$ cat config.mk
export PLATFORM = sky130hd
export DESIGN_NAME = present_enc_sched
export DESIGN_NICKNAME = d
export VERILOG_FILES = /design/src/rtl/present_enc_sched.sv
export SDC_FILE = /design/constraint.sdc
export NUM_CORES = 1
export LEC_CHECK = 0
export ABC_AREA = 0
export BUFFER_PORTS_ARGS = -buffer_cell sky130_fd_sc_hd__buf_2
export CAP_MARGIN = 20
export CORE_MARGIN = 8
export CORE_UTILIZATION = 47
export DETAILED_ROUTE_END_ITERATION = 7
export PLACE_DENSITY = 0.93
export SLEW_MARGIN = 40
export SYNTH_ARGS = -nofsm -noshare
export SYNTH_HDL_FRONTEND = slang
export SYNTH_SLANG_ARGS = --single-unit
$ cat constraint.sdc
create_clock -name clk -period 2.6 [get_ports clk]
set_input_delay 0.26 -clock clk [delete_from_list [all_inputs] [get_ports clk]]
set_output_delay 0.26 -clock clk [all_outputs]
set_load 0.03 [all_outputs]
$ cat src/rtl/present_enc_sched.sv
// present_enc_sched: request/response scheduler around a masked PRESENT encryption core.
// Optional watchdog (RUN -> ERR on missing core_valid_out) enabled by PRESENT_SCHED_WDOG_EN.
module present_enc_sched #(
   parameter int d          = 2,
   parameter int Nbits      = 64,
   parameter int LATENCY    = 156,
   parameter int WDOG_SLACK = 8
) (
   input  logic               clk,
   input  logic               rst,
   input  logic               in_valid,
   output logic               in_ready,
   output logic               core_start,
   input  logic               core_valid_out,
   input  logic [d*Nbits-1:0] core_ct,
   output logic               rnd_en,
   output logic               out_valid,
   input  logic               out_ready,
   output logic [d*Nbits-1:0] out_ct,
   output logic               busy,
   output logic               err
);
   typedef enum logic [1:0] {IDLE, RUN, HOLD, ERR} state_t;
   localparam logic [15:0] WDOG_LIM = 16'(LATENCY + WDOG_SLACK);
`ifdef PRESENT_SCHED_WDOG_EN
   localparam bit WDOG_EN = 1'b1;
`else
   localparam bit WDOG_EN = 1'b0;
`endif
   state_t      state;
   logic [15:0] cnt;
   // reset gates in_ready so no start pulse escapes while rst is held
   assign in_ready   = state == IDLE && !rst;
   assign core_start = in_valid && in_ready;
   assign rnd_en     = state == RUN || core_start;
   assign out_valid  = state == HOLD;
   assign busy       = state != IDLE;
`ifdef PRESENT_SCHED_WDOG_EN
   assign err        = state == ERR;
`else
   assign err        = 1'b0;
`endif
   always_ff @(posedge clk) begin
      if (rst) begin
         state  <= IDLE;
         cnt    <= '0;
         out_ct <= '0;
      end else begin
         case (state)
            IDLE: if (core_start) begin
               state <= RUN;
               cnt   <= '0;
            end
            RUN: begin
               cnt <= cnt == 16'hFFFF ? cnt : cnt + 16'd1;
               // a capture wins over a simultaneous timeout
               if (core_valid_out) begin
                  out_ct <= core_ct;
                  state  <= HOLD;
               end else if (WDOG_EN && cnt >= WDOG_LIM) state <= ERR;
            end
            HOLD: if (out_ready) state <= IDLE;
            default: ;
         endcase
      end
   end
endmodule

==> results.toml <==
[run_status]
status = "finished, final reports clean"

[routing]
dr.first_iter.drc_count = 620
routed_wl_um = 19100
route.vias.total = 5532
drt-wirelength-per-cell_um = 17.5
first_pass_iters = 6
ant_nets = 0
drcViolationCount = 0
via_per_inst = 5.06

[clock_network]
cts_resized = 0
ctsHoldBuffers = 116
cts.clk_slew.worst_paths_ns = 0.06
tritoncts.num_buffers = 17
clock-sinks = 130
postCtsSetupRepairBufs = 0
htreeDepth = 4
clock_latency_ns = 0.50
cts_buffer_depth = 2
cts-root-buf = "clkbuf_8"
cts_tree = "built"

[global_route]
grt_overflow = 0
grt_pass1_vias = 5724
grtUsageTotal_pct = 27.3
grt_max_degree = 129
grt_first_pass_wirelength_um = 28700
antenna_found_initial = 2

[timing]
fmax_mhz = 439
finalCriticalPeriod_ns = 2.28
fin_crit_sh_pct = 87.7
rsz0062_at_grt = "no"
finalSetupTns_ns = 0
worst_pin_slew_ns = 0.583
finalMaxSlewViolations = 0
finalHoldViolCount = 0
slew_headroom_pct = 61.1
clock_skew_ns = 0.00708
final-setup-viol-count = 0
fin_ws_ns = 0.320

[pwr]
power_mw = 6.91
peakVddDrop_mv = 0.861
powerDensity_nw_per_um2 = 891
p_leak_nw = 3.56

[yosys]
syn-num-nets = 720
netlist_instances = 582
yosysWarningCount = 0
synth-seq-cells = 130
syn_avg_cell_area_sq_um = 8.09
yosysSeqAreaShare_pct = 55.3
syn_area_sq_um = 4710
synth_cell_types = 22

[setup_path]
worstSetupEndpointType = "primary output"
slowest_delay_ns = 0.38
crit_chain = "inv_1 > ha_1 > nor2b_1 > and2_1 > or2_2 > buf_2"
r2r.worst_path.cells = 6
setup.worst_path.start_class = "flop"
criticalPathCategory = "reg2out"
cp_max_fo = 4
crit_arrival_ns = 2.02
cp.required_ns = 2.34
cp_slowest_cell = "dfxtp_1"

[floorplan]
die_h_um = 116
die_area_sq_um = 13500
top_level_ports = 267
dieWidth_um = 116
coreArea_sq_um = 9730
start_util_pct = 48.4
row_count = 36

[min_path]
whs_path_depth = 3
min_path_type = "in2reg"

[placed_design]
pre_cts_ws_ns = 0.877
dp_hpwl_um = 10100
gp_congestion = 0.794
portBuffers = 265

[layout]
drive_above_1_share_pct = 31.9
fillers = 558
area_growth_pct = 64.8
nNetsFinal = 1080

[job]
drv_cap = 0
-- kinds of logic (layout without fill, tap and decap cells) --
| group | Yosys count | in the layout | synth area share [%] |
|---|---|---|---|
| and+or+nand+nor | 267 | 267 | 21.9 |
| DFF | 130 | 130 | 55.3 |
| AOI/OAI and AO/OA | 129 | 129 | 14.2 |
| buffers and inverters | 48 | 421 | 6.64 |
| adders and majority gates | 5 | 5 | 1.33 |
| muxes | 2 | 2 | 0.532 |
| other | 1 | 6 | 0.0797 |
-- cell usage in the layout, fill, tap and decap left out --
master,n
inv_6,2
diode_2,5
inv_1,4
clkbuf_16,16
mux2_4,1
dlygate4sd3_1,117
buf_12,3
nor2b_1,2
nor2_1,2
a21oi_1,128
or2_2,1
clkinv_4,2
nand2_1,256
ha_1,5
buf_4,1
clkbuf_8,3
clkbuf_1,1
dfxtp_1,130
and2_1,1
nand2_4,1
conb_1,1
nand2b_1,2
buf_2,264
mux2i_1,1
clkinvlp_4,2
a2111oi_4,1
nor2b_4,1
and2_4,1
clkinv_2,3
bufinv_16,3
-- flip-flops by register name, summed over array words and instances, names as in the netlist --
register,flops
out_ct,128
state,2
-- critical path: cells and delay by family (launching register included) --
family                   cells  cell delay [ns]
AND/OR/NAND/NOR              3             0.62
flip-flops                   1             0.38
buffers and inverters        2             0.28
adder cells (fa/ha/maj)      1             0.24
-- where the power goes --
group          internal (mW)  leakage [nW]  switching (mW)
Combinational          0.681          2.22            1.44
Clock                   1.52         0.292           0.878
Sequential              2.26          1.06           0.144
-- final timing paths --
path	slack (ns)	endpoint	start
max reg2reg	0.69	out_ct[54]$_SDFFE_PP0P_	state[1]$_SDFFE_PP0P_
min	0.03	out_ct[3]$_SDFFE_PP0P_	core_ct[3]
min reg2reg	0.45	out_ct[21]$_SDFFE_PP0P_	out_ct[21]$_SDFFE_PP0P_
max	0.32	rnd_en	state[0]$_SDFFE_PP0P_
-- area by class of cell --
| class | count | area [sq um] | share of cell area (%) |
|---|---|---|---|
| Tap cell | 133 | 166 | 2.15 |
| Clock buffer | 20 | 445 | 5.74 |
| Multi-Input combinational cell | 404 | 1800 | 23.2 |
| Inverter | 4 | 15.0 | 0.194 |
| Sequential cell | 130 | 2600 | 33.6 |
| Clock inverter | 12 | 155 | 2.00 |
| Antenna cell | 5 | 12.5 | 0.161 |
| Timing Repair Buffer | 385 | 2560 | 33.0 |
-- cells in the mapped netlist (all sizes together) --
| master | count | share of area, % |
|---|---|---|
| ha | 5 | 1.3 |
| mux2 | 1 | 0.32 |
| a2111oi | 1 | 0.58 |
| inv | 4 | 0.32 |
| nand2 | 257 | 20 |
| a21oi | 128 | 14 |
| mux2i | 1 | 0.21 |
| nand2b | 2 | 0.27 |
| conb | 1 | 0.080 |
| dfxtp | 130 | 55 |
| nor2b | 3 | 0.56 |
| buf | 34 | 5.5 |
| clkbuf | 10 | 0.82 |
| and2 | 2 | 0.32 |
| nor2 | 2 | 0.16 |
| or2 | 1 | 0.13 |
-- through the flow --
step / hold WS (ns) / util, % / instances / area (sq um)
after global routing: 0.00351 / 79.6 / 1090 / 7750
after floorplan: 0.396 / - / 582 / 4710
final: 0.0269 / 79.7 / 1093 / 7760
after global placement: 0.438 / 61.4 / 939 / 5970
after CTS: 0.00180 / 79.5 / 1087 / 7730
after detailed placement: 0.443 / 61.4 / 939 / 5970
-- per-layer routing --
metal	global-route usage [%]	share of wire [%]	wire length [um]	vias up
li1	-	-	-	2579
met1	26.1	35	6660	2533
met2	49.4	51	9820	346
met3	10.2	9.8	1880	74
met4	15.6	4.1	784	0
met5	0	0	0	-
No activity file was read; power rests on OpenSTA's default activity.
